===== config.mk =====
export PLATFORM = sky130hd
export DESIGN_NAME = l2_tag_lookup
export DESIGN_NICKNAME = d
export VERILOG_FILES = /design/src/rtl/lc3b_types.sv /design/src/rtl/l2_plru4.sv /design/src/rtl/l2_tag_lookup.sv
export SDC_FILE = /design/constraint.sdc
export NUM_CORES = 1
export LEC_CHECK = 0
export BUFFER_PORTS_ARGS = -buffer_cell sky130_fd_sc_hd__buf_2
export CORE_UTILIZATION = 56
export CTS_CLUSTER_DIAMETER = 40
export DETAILED_ROUTE_END_ITERATION = 7
export GPL_TIMING_DRIVEN = 0
export PLACE_DENSITY_LB_ADDON = 0.08
export SLEW_MARGIN = 10
export SYNTH_ARGS = -nofsm -noshare
export SYNTH_HDL_FRONTEND = slang
export SYNTH_SLANG_ARGS = --single-unit

===== constraint.sdc =====
create_clock -name clk -period 3.4 [get_ports clk]
set_clock_uncertainty 0.2 [all_clocks]
set_input_delay 0.34 -clock clk [delete_from_list [all_inputs] [get_ports clk]]
set_output_delay 0.34 -clock clk [all_outputs]
set_load 0.005 [all_outputs]

===== src/rtl/lc3b_types.sv =====
// rtl/lc3b_types.sv - shared LC-3b types and L2 tag-path constants/helpers
package lc3b_types;

    typedef logic [15:0] lc3b_word;
    typedef logic [8:0]  lc3b_l2tag;
    typedef logic [2:0]  lc3b_plru;

    localparam int L2_WAYS  = 4;
    localparam int L2_SETS  = 8;
    localparam int L2_TAG_W = 9;
    localparam int L2_SET_W = 3;
    localparam int L2_OFF_W = 4;

    typedef enum logic [1:0] {
        L2_IDLE,
        L2_LOOKUP,
        L2_RESP
    } l2_state_e;

    // Mark a way most-recently-used: point the tree bits away from it.
    function automatic lc3b_plru plru_touch(input lc3b_plru p, input logic [1:0] way);
        lc3b_plru n;
        n = p;
        case (way)
            2'd0: begin n[2] = 1'b1; n[1] = 1'b1; end
            2'd1: begin n[2] = 1'b1; n[1] = 1'b0; end
            2'd2: begin n[2] = 1'b0; n[0] = 1'b1; end
            default: begin n[2] = 1'b0; n[0] = 1'b0; end
        endcase
        return n;
    endfunction

endpackage


===== src/rtl/l2_plru4.sv =====
// rtl/l2_plru4.sv - 4-way tree pseudo-LRU: victim select and access update
module l2_plru4
    import lc3b_types::*;
(
    input  lc3b_plru    plru_in,
    input  logic [1:0]  access_way,
    output logic [1:0]  victim_way,
    output lc3b_plru    plru_next
);

    always_comb begin
        victim_way = plru_in[2] ? {1'b1, plru_in[0]} : {1'b0, plru_in[1]};
        plru_next  = plru_touch(plru_in, access_way);
    end

endmodule


===== src/rtl/l2_tag_lookup.sv =====
// rtl/l2_tag_lookup.sv - L2 tag/valid/dirty arrays, 4-way compare, victim select
module l2_tag_lookup
    import lc3b_types::*;
(
    input  logic        clk,
    input  logic        reset_n,
    input  logic        req_valid,
    input  logic [15:0] req_addr,
    input  logic        req_write,
    output logic        req_ready,
    output logic        resp_valid,
    input  logic        resp_ready,
    output logic        resp_hit,
    output logic [1:0]  resp_way,
    output logic [2:0]  resp_set,
    output logic [1:0]  resp_victim_way,
    output logic [8:0]  resp_victim_tag,
    output logic        resp_victim_dirty,
    input  logic        fill_valid,
    input  logic [2:0]  fill_set,
    input  logic [1:0]  fill_way,
    input  logic [8:0]  fill_tag,
    input  logic        fill_dirty
);

    l2_state_e            state_q, state_d;
    lc3b_word             addr_q, addr_d;
    logic                 write_q, write_d;
    lc3b_l2tag            tag_q   [L2_SETS][L2_WAYS];
    lc3b_l2tag            tag_d   [L2_SETS][L2_WAYS];
    logic [L2_WAYS-1:0]   valid_q [L2_SETS];
    logic [L2_WAYS-1:0]   valid_d [L2_SETS];
    logic [L2_WAYS-1:0]   dirty_q [L2_SETS];
    logic [L2_WAYS-1:0]   dirty_d [L2_SETS];
    lc3b_plru             plru_q  [L2_SETS];
    lc3b_plru             plru_d  [L2_SETS];

    logic                 hit_q, hit_d;
    logic [1:0]           way_q, way_d;
    logic [2:0]           set_q, set_d;
    logic [1:0]           vway_q, vway_d;
    lc3b_l2tag            vtag_q, vtag_d;
    logic                 vdirty_q, vdirty_d;

    logic [2:0]           lkp_set;
    lc3b_l2tag            lkp_tag;
    logic                 lkp_hit;
    logic [1:0]           lkp_hit_way;
    logic                 inv_found;
    logic [1:0]           inv_way;
    logic [1:0]           plru_victim;
    lc3b_plru             plru_hit_next;
    logic [1:0]           victim_way;

    assign lkp_set = addr_q[L2_OFF_W +: L2_SET_W];
    assign lkp_tag = addr_q[15 -: L2_TAG_W];

    always_comb begin
        lkp_hit     = 1'b0;
        lkp_hit_way = 2'd0;
        inv_found   = 1'b0;
        inv_way     = 2'd0;
        for (int w = 0; w < L2_WAYS; w++) begin
            if (valid_q[lkp_set][w] && tag_q[lkp_set][w] == lkp_tag) begin
                lkp_hit     = 1'b1;
                lkp_hit_way = 2'(w);
            end
        end
        // Descending scan so the lowest-index invalid way is the one kept.
        for (int w = L2_WAYS - 1; w >= 0; w--) begin
            if (!valid_q[lkp_set][w]) begin
                inv_found = 1'b1;
                inv_way   = 2'(w);
            end
        end
    end

    l2_plru4 u_plru (
        .plru_in    (plru_q[lkp_set]),
        .access_way (lkp_hit_way),
        .victim_way (plru_victim),
        .plru_next  (plru_hit_next)
    );

    assign victim_way = inv_found ? inv_way : plru_victim;

    always_comb begin
        state_d  = state_q;
        addr_d   = addr_q;
        write_d  = write_q;
        tag_d    = tag_q;
        valid_d  = valid_q;
        dirty_d  = dirty_q;
        plru_d   = plru_q;
        hit_d    = hit_q;
        way_d    = way_q;
        set_d    = set_q;
        vway_d   = vway_q;
        vtag_d   = vtag_q;
        vdirty_d = vdirty_q;

        case (state_q)
            L2_IDLE: begin
                if (req_valid) begin
                    addr_d  = req_addr;
                    write_d = req_write;
                    state_d = L2_LOOKUP;
                end
            end
            L2_LOOKUP: begin
                state_d  = L2_RESP;
                hit_d    = lkp_hit;
                way_d    = lkp_hit ? lkp_hit_way : 2'd0;
                set_d    = lkp_set;
                vway_d   = victim_way;
                vtag_d   = tag_q[lkp_set][victim_way];
                vdirty_d = valid_q[lkp_set][victim_way] && dirty_q[lkp_set][victim_way];
                if (lkp_hit) begin
                    plru_d[lkp_set] = plru_hit_next;
                    if (write_q) begin
                        dirty_d[lkp_set][lkp_hit_way] = 1'b1;
                    end
                end
            end
            L2_RESP: begin
                if (resp_ready) begin
                    state_d = L2_IDLE;
                end
            end
            default: state_d = L2_IDLE;
        endcase

        // Applied after the hit update so a same-set fill overrides it.
        if (fill_valid) begin
            tag_d[fill_set][fill_way]   = fill_tag;
            valid_d[fill_set][fill_way] = 1'b1;
            dirty_d[fill_set][fill_way] = fill_dirty;
            plru_d[fill_set]            = plru_touch(plru_q[fill_set], fill_way);
        end
    end

    always_ff @(posedge clk) begin
        if (!reset_n) begin
            state_q  <= L2_IDLE;
            addr_q   <= '0;
            write_q  <= 1'b0;
            hit_q    <= 1'b0;
            way_q    <= '0;
            set_q    <= '0;
            vway_q   <= '0;
            vtag_q   <= '0;
            vdirty_q <= 1'b0;
            for (int s = 0; s < L2_SETS; s++) begin
                valid_q[s] <= '0;
                dirty_q[s] <= '0;
                plru_q[s]  <= '0;
            end
        end else begin
            state_q  <= state_d;
            addr_q   <= addr_d;
            write_q  <= write_d;
            hit_q    <= hit_d;
            way_q    <= way_d;
            set_q    <= set_d;
            vway_q   <= vway_d;
            vtag_q   <= vtag_d;
            vdirty_q <= vdirty_d;
            valid_q  <= valid_d;
            dirty_q  <= dirty_d;
            plru_q   <= plru_d;
        end
    end

    // Tags are qualified by valid, so they need no reset.
    always_ff @(posedge clk) begin
        tag_q <= tag_d;
    end

    assign req_ready         = (state_q == L2_IDLE);
    assign resp_valid        = (state_q == L2_RESP);
    assign resp_hit          = hit_q;
    assign resp_way          = way_q;
    assign resp_set          = set_q;
    assign resp_victim_way   = vway_q;
    assign resp_victim_tag   = vtag_q;
    assign resp_victim_dirty = vdirty_q;

endmodule


==> summary.txt, run 1 <==
Floorplan
  – Starting Density: a little under three fifths
  – Die X: roughly 180 microns
  – # rows: 65
  – Top-Level Pins: 57
  – Die Area: roughly 33,000 sq um
  – Die Ht: about 180 microns
  – Core area: 31,600 sq um

Clocking
  – H-tree Lvls: 2
  – Clock-pin slew on the worst setup and hold paths: 0.06 ns
  – # clock sinks: a little over 400
  – CTS buffer count: 52
  – CTS tree: yes
  – Root Driver: clkbuf_16
  – Worst skew pair latency: about 0.57 ns
  – CTS Buffer Depth: 3

Flow run
  – Total of max-cap violations: 0

Route
  – First-pass DRT Iterations: 5
  – First DRT Iteration DRCs: ~1.7k
  – Via/cell ratio: 6.65
  – DRC viols: 0
  – Via count: about 14k
  – Wirelength, routed: 61.2 mm
  – Routed Antenna Nets: 0
  – Wire length per cell: between 20 and 30 microns

Worst setup path
  – WP data required: approximately 3.6 ns
  – Crit-path max FO: 8
  – Crit path capture type: register
  – Worst Setup SP: addr_q[4]
  – Worst r2r dst: plru_q[4]
  – Cell count of the worst reg-to-reg path: 14
  – R2R Setup Slk: -0.16 ns
  – WP data arrival: around 3.8 ns
  – Worst r2r src: addr_q[4]
  – Crit Path Class: register to register
  – Critical Path Source Type: register

Global routing
  – Vias in the first global route: 13.0k
  – Initial antenna violation count: 1
  – Gr usage total: a little under two fifths
  – First-pass GRT wire length: slightly below 90 mm
  – Largest net degree at the start of global routing: 33
  – Gr ovfl total: 0

Timing
  – Min cycle time layout: 3.56 ns
  – Hold_ws: ~0.12 ns
  – Hold Vio Cnt, Final: 0
  – Period utilization: 105%
  – Worst Max-Slew Pin Slew: 1.46 ns
  – FMAX: between 0.2 and 0.3 GHz
  – RSZ-0062 raised after global routing: yes
  – Pins Over Slew Limit: 0
  – Slew headroom: under 10%
  – Setup violators final: 58
  – Setup WS post-layout: -0.157 ns

Synthesis
  – Syn_area_per_cell: 13.0 sq um
  – Mapped Area: roughly 18,000 sq um
  – Ranking of synthesized cells by area: edfxtp_1 48%, dfxtp_1 13%, mux4_2 5.4%
  – Number of flops mapped to enable cells by yosys: roughly 290
  – Yosys top cell area share: between 40% and 50%
  – Syn_nets: approximately 1.4k
  – Sequential share of the synthesized area: 61.6%
  – Cells after Synth: between 1k and 1.5k
  – Top FF cell, synth: edfxtp_1
  – Ys Warns: 0
  – Yosys reg bits: ~410
  – Count leader, synth: edfxtp_1
  – Asr flop ratio synth: 0%
  – Yosys top cell by area: edfxtp_1
  – Count of different cell masters after synthesis: 79
  – Commonest cells post-synth: 288 x edfxtp_1, 121 x dfxtp_1, 116 x nand2_1

Worst hold path
  – Hold_sp: fill_tag[8]
  – HP Class: primary input to register
  – Hold depth: 1
  – Hold EP: tag_q[233]

Outcome
  – Status: finished with violations
  – Failing checks: negative setup slack

Final layout
  – Antenna Cells: 0
  – Layout cells sized above 1: between 30% and 40%
  – Cell Count, Final, Fillers Out: between 2k and 2.5k
  – Layout area overhead: 27.4%
  – Reg area: approximately 11,000 sq um
  – Number of fill cells: ~2.1k
  – Fin nets: ~1.6k
  – Area of the multi-input gates: slightly above 7000 sq um

Placed design
  – Final RePlAce weighted congestion: 0.999
  – DP Cell Count: 1,844
  – Post-DP HPWL: 40.5 mm
  – Port Buffers: 51

Power and ir drop
  – Tot Pwr: between 10 and 15 mW
  – Static Leak: 7.82 nW
  – Maximum ir drop on the vdd rail: 481 uV
  – Pwr dens: between 500 and 600 nW/um^2
-- stage by stage --
stage | instance area (sq um) | utilization, % | setup slack [ns] | TNS, ns
2_1_floorplan | 18000 | - | 0.0388 | 0
3_3_place_gp | 18700 | 59.4 | -1.95 | -103.35
3_5_place_dp | 18900 | 60.0 | -1.62 | -93.82
4_1_cts | 22400 | 70.9 | -0.0482 | -0.347
5_1_grt | 22900 | 72.6 | -0.243 | -9.34
6_report | 22900 | 72.6 | -0.157 | -4.42
-- sequential cells by signal (all words and copies together) (netlist names) --
| signal | flops |
|---|---|
| plru_q | 24 |
| resp_way | 2 |
| state_q | 2 |
| addr_q | 12 |
| resp_hit | 1 |
| resp_victim_dirty | 1 |
| dirty_q | 32 |
| tag_q | 288 |
| valid_q | 32 |
| write_q | 1 |
| resp_victim_tag | 9 |
| resp_victim_way | 2 |
| resp_set | 3 |
-- logic make-up after synthesis --
group           after synthesis  synth area share, %
compound gates              337                 12.7
xor+xnor                     22                 1.07
buf+inv                     114                 3.12
flops                       409                 61.6
mux                         166                 12.7
simple gates                333                 8.82
-- where the power goes --
group / total [mW] / switching, mW / leakage [nW] / internal, mW
Clock: 5.69 / 2.21 / 0.875 / 3.48
Combinational: 1.41 / 0.845 / 3.37 / 0.565
Sequential: 5.45 / 0.0430 / 3.58 / 5.41
Total: 12.5 / 3.10 / 7.82 / 9.45
-- metal layers --
layer / part of all wire (%) / wire length (microns) / GRT usage (%) / vias up
met3: 12 / 7050 / 10.3 / 189
met4: 4.8 / 2960 / 17.3 / 2
li1: - / - / - / 5754
met1: 39 / 24100 / 50.5 / 6720
met5: 0.026 / 16 / 0 / -
met2: 44 / 27100 / 56.4 / 912
-- cell type report --
| class | count | share of cell area (%) |
|---|---|---|
| tap | 402 | 2.20 |
| sequential | 409 | 48.4 |
| clock inverter | 39 | 2.02 |
| inverter | 23 | 0.415 |
| timing repair buffer | 167 | 6.33 |
| multi-input combinational | 859 | 31.6 |
| buffer | 85 | 3.26 |
| clock buffer | 57 | 5.81 |
-- how the worst max path moves through the flow --
stage	endpoint	slack (ns)	depth (start not counted)
floorplan	resp_victim_tag[0]	0.04	14
global placement	plru_q[12]	-1.95	11
detailed placement	plru_q[12]	-1.62	12
CTS	plru_q[22]	-0.05	14
global route	plru_q[13]	-0.24	14
finish	plru_q[4]	-0.16	14
-- timing repair --
| item | CTS | global route |
|---|---|---|
| endpoints found under the setup margin | 71 | 69 |
| setup buffers | 62 | 26 |
| gates cloned | 5 | 0 |
| hold buffers | 16 | 0 |
| resized for setup | 208 | 94 |
| pin swaps | 43 | 69 |
| endpoints found under the hold margin | 16 | 0 |
-- worst max-delay path, stage by stage (launching register included) --
cell and delay, ns:
dfxtp_2 0.34, buf_12 0.15, buf_12 0.15, buf_12 0.11, mux4_2 0.54, mux2i_4 0.26, xnor2_2 0.13, a2111oi_4 0.42
nor4bb_4 0.28, buf_6 0.17, and2_4 0.18, nor3_4 0.06, buf_6 0.16, o21ai_1 0.14, a31oi_1 0.09
-- layout by cell type (no fill, tap or decap), types with 19 or more instances in the layout --
master / netlist / layout
nor2_1: 89 / 67
a21oi_1: 36 / 23
dfxtp_1: 121 / 118
mux2_2: 58 / 58
nand3_1: 21 / 20
o21a_1: 49 / 49
buf_4: 9 / 78
clkbuf_16: 0 / 52
mux2i_1: 62 / 51
buf_6: 9 / 19
o31ai_1: 20 / 19
buf_2: 17 / 54
clkbuf_1: 52 / 44
edfxtp_1: 288 / 288
o21ai_0: 70 / 46
o22ai_1: 29 / 24
buf_12: 0 / 25
mux4_2: 43 / 43
nor2_2: 0 / 19
inv_1: 22 / 20
nand2_1: 116 / 108
a31oi_1: 21 / 21
Power figures use the tool's default switching activity.
==> run 2: changes to the inputs <==
--- a/config.mk
+++ b/config.mk
@@ -5,11 +5,14 @@
 export SDC_FILE = /design/constraint.sdc
 export NUM_CORES = 1
 export LEC_CHECK = 0
+export ABC_AREA = 1
+export ABC_CLOCK_PERIOD_IN_PS = 3400
 export BUFFER_PORTS_ARGS = -buffer_cell sky130_fd_sc_hd__buf_2
 export CORE_UTILIZATION = 56
 export CTS_CLUSTER_DIAMETER = 40
 export DETAILED_ROUTE_END_ITERATION = 7
 export GPL_TIMING_DRIVEN = 0
+export HOLD_SLACK_MARGIN = 0.1
 export PLACE_DENSITY_LB_ADDON = 0.08
 export SLEW_MARGIN = 10
 export SYNTH_ARGS = -nofsm -noshare
==> summary.txt, run 2 <==
Synthesis
  – Count leader, synth: nand2_1
  – Cells after Synth: 2,290
  – Top FF cell, synth: edfxtp_1
  – Yosys top cell by area: edfxtp_1
  – Number of flops mapped to enable cells by yosys: approximately 290
  – Sequential share of the synthesized area: a little under three fifths
  – Yosys reg bits: between 400 and 500
  – Asr flop ratio synth: 0%
  – Yosys top cell area share: about 45%
  – Mapped Area: approximately 19,000 sq um
  – Syn_area_per_cell: 8.45 sq um
  – Ranking of synthesized cells by area: edfxtp_1 45%, nand2_1 15%, dfxtp_1 13%
  – Syn_nets: about 2.3k
  – Ys Warns: 0
  – Commonest cells post-synth: 794 x nand2_1, 300 x inv_1, 288 x edfxtp_1
  – Count of different cell masters after synthesis: 44

Global routing
  – Gr ovfl total: 0
  – Gr usage total: 39.2%
  – Vias in the first global route: roughly 15k
  – Initial antenna violation count: 2
  – Largest net degree at the start of global routing: 33
  – First-pass GRT wire length: just under 100 mm

Worst setup path
  – Crit path capture type: register
  – Crit Path Class: register to register
  – Crit-path max FO: 10
  – WP data required: 3.70 ns
  – R2R Setup Slk: around 0.047 ns
  – WP data arrival: approximately 3.7 ns
  – Critical Path Source Type: register

Clocking
  – Root Driver: clkbuf_16
  – CTS tree: yes
  – CTS Buffer Depth: 3
  – Worst skew pair latency: between 0.6 and 0.7 ns
  – CTS buffer count: 52
  – H-tree Lvls: 2
  – # clock sinks: 409
  – Clock-pin slew on the worst setup and hold paths: around 0.060 ns

Final layout
  – Fin nets: approximately 2.5k
  – Number of fill cells: roughly 2.8k
  – Antenna Cells: 0
  – Number of flip-flops in the largest register: around 290
  – Leading cell types in the layout, fill and taps excluded: 782 x nand2_1, 300 x inv_1, 288 x edfxtp_1, 161 x nor2_1, 161 x nand3_1
  – Layout cells sized above 1: 13.1%
  – Layout area overhead: 17.6%
  – Cell Count, Final, Fillers Out: slightly below 3k
  – Most common cell after layout, fill and taps aside: nand2_1
  – Biggest register: tag_q
  – Top Registers: tag_q x288, dirty_q x32, valid_q x32

Placed design
  – DP Cell Count: around 2.8k
  – Post-DP HPWL: 48.9 mm
  – Port Buffers: 50
  – Final RePlAce weighted congestion: between 1 and 1.5

Timing
  – Pins Over Slew Limit: 0
  – FMAX: between 0.2 and 0.3 GHz
  – Min cycle time layout: 3.35 ns
  – Period utilization: 98.6%
  – Worst Max-Slew Pin Slew: ~1.3 ns
  – Hold Vio Cnt, Final: 0
  – Slew headroom: a little over an eighth
  – Setup violators final: 0

Route
  – Via count: roughly 17k
  – Via/cell ratio: about 5.7
  – DRC viols: 0
  – First-pass DRT Iterations: 6
  – Routed Antenna Nets: 0
  – Wirelength, routed: between 60 and 70 mm
  – Wire length per cell: between 20 and 25 microns
  – First DRT Iteration DRCs: ~2.2k

Floorplan
  – Core area: 33,800 sq um
  – # rows: 67
  – Die Area: approximately 35,000 sq um
  – Starting Density: 57.3%
  – Die Ht: roughly 190 microns
  – Die X: between 150 and 200 microns
  – Top-Level Pins: 57

Worst hold path
  – HP Class: primary input to register

Flow run
  – Total of max-cap violations: 0

Power and ir drop
  – Maximum ir drop on the vdd rail: between 400 and 500 uV
  – Pwr dens: 555 nW/um^2
  – Static Leak: around 9.9 nW
  – Tot Pwr: roughly 13 mW

Outcome
  – Status: complete, no violations
run 2: where the power goes:
part	internal, mW	switching [mW]
clock network	3.30	2.31
logic	0.427	1.12
registers	5.42	0.0510
run 2: kinds of logic (layout without fill, tap and decap cells):
kind of cell	after synthesis	count (layout)	share of synthesized area [%]
DFF	409	409	57.2
buffers and inverters	400	596	8.87
AOI/OAI and AO/OA	252	252	7.17
and+or+nand+nor	1229	1229	26.7
run 2: what timing repair did:
action / in CTS / in global routing
gates resized for setup: 9 / 58
hold endpoints to repair: 162 / 0
hold buffers: 26 / 0
endpoints found under the setup margin: 49 / 68
setup buffers: 0 / 5
pin swaps: 0 / 3
run 2: metal layers:
metal / routed length, microns / track usage [%] / up-vias
met5: 0 / 0 / -
met4: 3730 / 20.7 / 0
met3: 8910 / 10.6 / 213
met2: 29100 / 57.1 / 1038
met1: 26800 / 53.4 / 7801
li1: - / - / 7684
run 2: per-stage QoR:
step                      hold slack [ns]  area, sq um  worst slack [ns]  util (%)  setup TNS (ns)
after floorplan                     0.231        19300             0.975         -               0
after global placement              0.245        20200            -0.834      59.7          -19.36
after detailed placement            0.250        20500            -0.167      60.7           -2.23
after CTS                           0.111        22500          0.000277      66.7               0
after global routing                0.134        22800          -0.00702      67.3        -0.00702
final                               0.125        22800            0.0472      67.3               0
run 2: cell type report:
type	instances	area [sq um]	area share (%)
Buffer	89	613	2.69
Clock buffer	63	1400	6.13
Timing Repair Buffer	99	828	3.64
Tap cell	448	561	2.46
Multi-Input combinational cell	1481	6740	29.6
Sequential cell	409	11100	48.7
Inverter	311	1180	5.17
Clock inverter	34	369	1.62
run 2: worst max-delay path, stage by stage, from the launching register on:
cell and delay (ns):
dfxtp_1 0.33, buf_6 0.16, inv_4 0.10, nand2_1 0.13, nor2_1 0.58, nand2_1 0.10
nand2_1 0.09, nor2_1 0.05, nand2_1 0.07, nand2_1 0.05, nand2_1 0.10, nand3_1 0.13
nor2_2 0.27, nor2_4 0.14, nand2_8 0.13, nand3_1 0.24, nand2_1 0.14, nand3_1 0.09
nand2_1 0.09, inv_1 0.03
run 2: worst paths after layout:
path,from,to,depth (start not counted)
worst max register to register,addr_q[5],plru_q[1],19
worst min register to register,valid_q[20],valid_q[20],2
worst min-delay path,fill_tag[2],tag_q[92],1
worst max-delay path,addr_q[5],plru_q[1],19
==> run 3: changes to the inputs <==
--- a/config.mk
+++ b/config.mk
@@ -6,14 +6,15 @@
 export NUM_CORES = 1
 export LEC_CHECK = 0
 export ABC_AREA = 1
-export ABC_CLOCK_PERIOD_IN_PS = 3400
+export ABC_CLOCK_PERIOD_IN_PS = 3900
 export BUFFER_PORTS_ARGS = -buffer_cell sky130_fd_sc_hd__buf_2
-export CORE_UTILIZATION = 56
+export CORE_UTILIZATION = 63
 export CTS_CLUSTER_DIAMETER = 40
 export DETAILED_ROUTE_END_ITERATION = 7
 export GPL_TIMING_DRIVEN = 0
 export HOLD_SLACK_MARGIN = 0.1
 export PLACE_DENSITY_LB_ADDON = 0.08
+export SKIP_CTS_REPAIR_TIMING = 1
 export SLEW_MARGIN = 10
 export SYNTH_ARGS = -nofsm -noshare
 export SYNTH_HDL_FRONTEND = slang
==> constraint.sdc (replaced) <==
create_clock -name clk -period 3.9 [get_ports clk]
set_clock_uncertainty 0.2 [all_clocks]
set_input_delay 0.39 -clock clk [delete_from_list [all_inputs] [get_ports clk]]
set_output_delay 0.39 -clock clk [all_outputs]
set_load 0.005 [all_outputs]
==> summary.txt, run 3 (synthesized netlist as in run 2, its figures left out) <==
Outcome
  – Status: complete, no violations

Timing
  – Min cycle time layout: about 3.7 ns
  – Period utilization: 95.7%
  – Slew headroom: under 10%
  – FMAX: ~0.27 GHz
  – Setup WS post-layout: roughly 0.17 ns
  – Post-route setup TNS: 0 ns
  – Setup violators final: 0
  – Pins Over Slew Limit: 0
  – Hold_ws: approximately 0.096 ns
  – RSZ-0062 raised after global routing: no
  – Worst Max-Slew Pin Slew: 1.38 ns
  – Hold Vio Cnt, Final: 0

Route
  – First DRT Iteration DRCs: 2,740
  – First-pass DRT Iterations: 8
  – DRC viols: 0
  – Via/cell ratio: about 6
  – Wirelength, routed: between 60 and 70 mm
  – Routed Antenna Nets: 0
  – Wire length per cell: 23.9 microns
  – Via count: around 17k

Global routing
  – Initial antenna violation count: 1
  – Gr ovfl total: 0
  – Gr usage total: between 40% and 50%
  – Vias in the first global route: ~16k
  – Largest net degree at the start of global routing: 33
  – First-pass GRT wire length: just under 100 mm

Floorplan
  – Die Ht: between 150 and 200 microns
  – Core area: roughly 30,000 sq um
  – Die X: 177 microns
  – Starting Density: 64.6%
  – Top-Level Pins: 57
  – Die Area: ~31,000 sq um
  – # rows: 63

Final layout
  – Cell Count, Final, Fillers Out: 2,843
  – Reg area: ~11,000 sq um
  – Most common cell after layout, fill and taps aside: nand2_1
  – Fin nets: approximately 2.5k
  – Number of flip-flops in the largest register: 288
  – Number of fill cells: 2,189
  – Fin area: approximately 22,000 sq um
  – Final core area utilization: roughly 74%
  – Antenna Cells: 0
  – Layout area overhead: 14.0%
  – Top Registers: tag_q x288, dirty_q x32, valid_q x32
  – Biggest register: tag_q
  – Area of the multi-input gates: roughly 6600 sq um
  – Layout cells sized above 1: roughly 11%
  – Leading cell types in the layout, fill and taps excluded: 794 x nand2_1, 300 x inv_1, 288 x edfxtp_1, 178 x nor2_1, 165 x nand3_1

Worst setup path
  – Crit Path Class: register to register
  – CP most frequent cell: nand2_1
  – Crit-path cells: buf_6 > inv_4 > nor2_8 > buf_4 > nand3_1 > nand2_1 > nor2_1 > nand2_1 > nand2_1 > nor2_1 > nand2_1 > nor2_1 > nand2_1 > nor2_1 > nand2_1 > a21oi_1
  – CP max stage delay: 0.71 ns
  – Crit path capture type: register
  – Crit-path max FO: 10
  – Critical Path Source Type: register
  – WP data arrival: 4.03 ns
  – WP data required: between 4 and 5 ns
  – Slowest cell on the critical path: nor2_1

Placed design
  – Final RePlAce weighted congestion: 0.989
  – Port Buffers: 50
  – Post-DP HPWL: around 47 mm
  – Post-DP Area: between 20,000 and 25,000 sq um
  – Placement Setup Slack: 0.353 ns
  – DP Cell Count: about 2.7k

Power and ir drop
  – Static Leak: a little under 10 nW
  – Maximum ir drop on the vdd rail: about 430 uV
  – Pwr dens: about 500 nW/um^2
  – Tot Pwr: between 10 and 15 mW
  – NetSw: around 2.9 mW
  – Logic pwr share: roughly an eighth
  – Flop pwr share: around 44%
  – Sw Ratio: between 20% and 30%
  – Clk pwr share: between 40% and 50%
  – Int Pwr: 7.86 mW

Clocking
  – CTS buffer count: 50
  – Root Driver: clkbuf_16
  – CTS Buffer Depth: 3
  – H-tree Lvls: 2
  – # clock sinks: 409
  – Clock-pin slew on the worst setup and hold paths: around 0.060 ns
  – Worst skew pair latency: between 0.5 and 0.6 ns
  – CTS tree: yes

Worst hold path
  – HP Class: primary input to register

Flow run
  – Total of max-cap violations: 0
-- run 3: worst paths after layout --
kind                             startpoint          end  slack (ns)  cells past startpoint
worst max register to register    addr_q[5]  dirty_q[27]        0.17                     16
worst min register to register  valid_q[30]  valid_q[30]        0.25                      2
worst max-delay path              addr_q[5]  dirty_q[27]        0.17                     16
worst min-delay path                reset_n   plru_q[22]         0.1                      5
-- run 3: power by group through the flow --
| stage | clock, mW | sequential, mW | combinational [mW] |
|---|---|---|---|
| 5_1_grt | 4.85 | 4.78 | 1.40 |
| 3_5_place_dp | 0 | 4.86 | 1.24 |
| 6_report | 4.71 | 4.77 | 1.32 |
| 3_3_place_gp | 0 | 4.86 | 1.22 |
| 2_1_floorplan | 0 | 4.85 | 0.740 |
| 4_1_cts | 4.67 | 4.77 | 1.26 |
-- run 3: layout make-up --
cell class	count	area share (%)
Inverter	311	5.33
Tap cell	390	2.21
Multi-Input combinational cell	1481	30.0
Sequential cell	409	50.2
Clock buffer	64	6.24
Buffer	89	2.46
Clock inverter	28	1.37
Timing Repair Buffer	71	2.17
-- run 3: critical path, delay by kind of cell, from the launching register on --
family / cells / cell delay [ns]
AO/OA/AOI/OAI: 1 / 0.20
flip-flops: 1 / 0.43
AND/OR/NAND/NOR: 12 / 2.21
buffers and inverters: 3 / 0.59
-- run 3: per-layer routing --
layer	GRT usage, %	up-vias	part of all wire [%]
met5	0	-	0
met4	30.2	0	7.9
met3	9.04	261	13
met2	66.1	1322	44
met1	56.3	7890	35
li1	-	7614	-
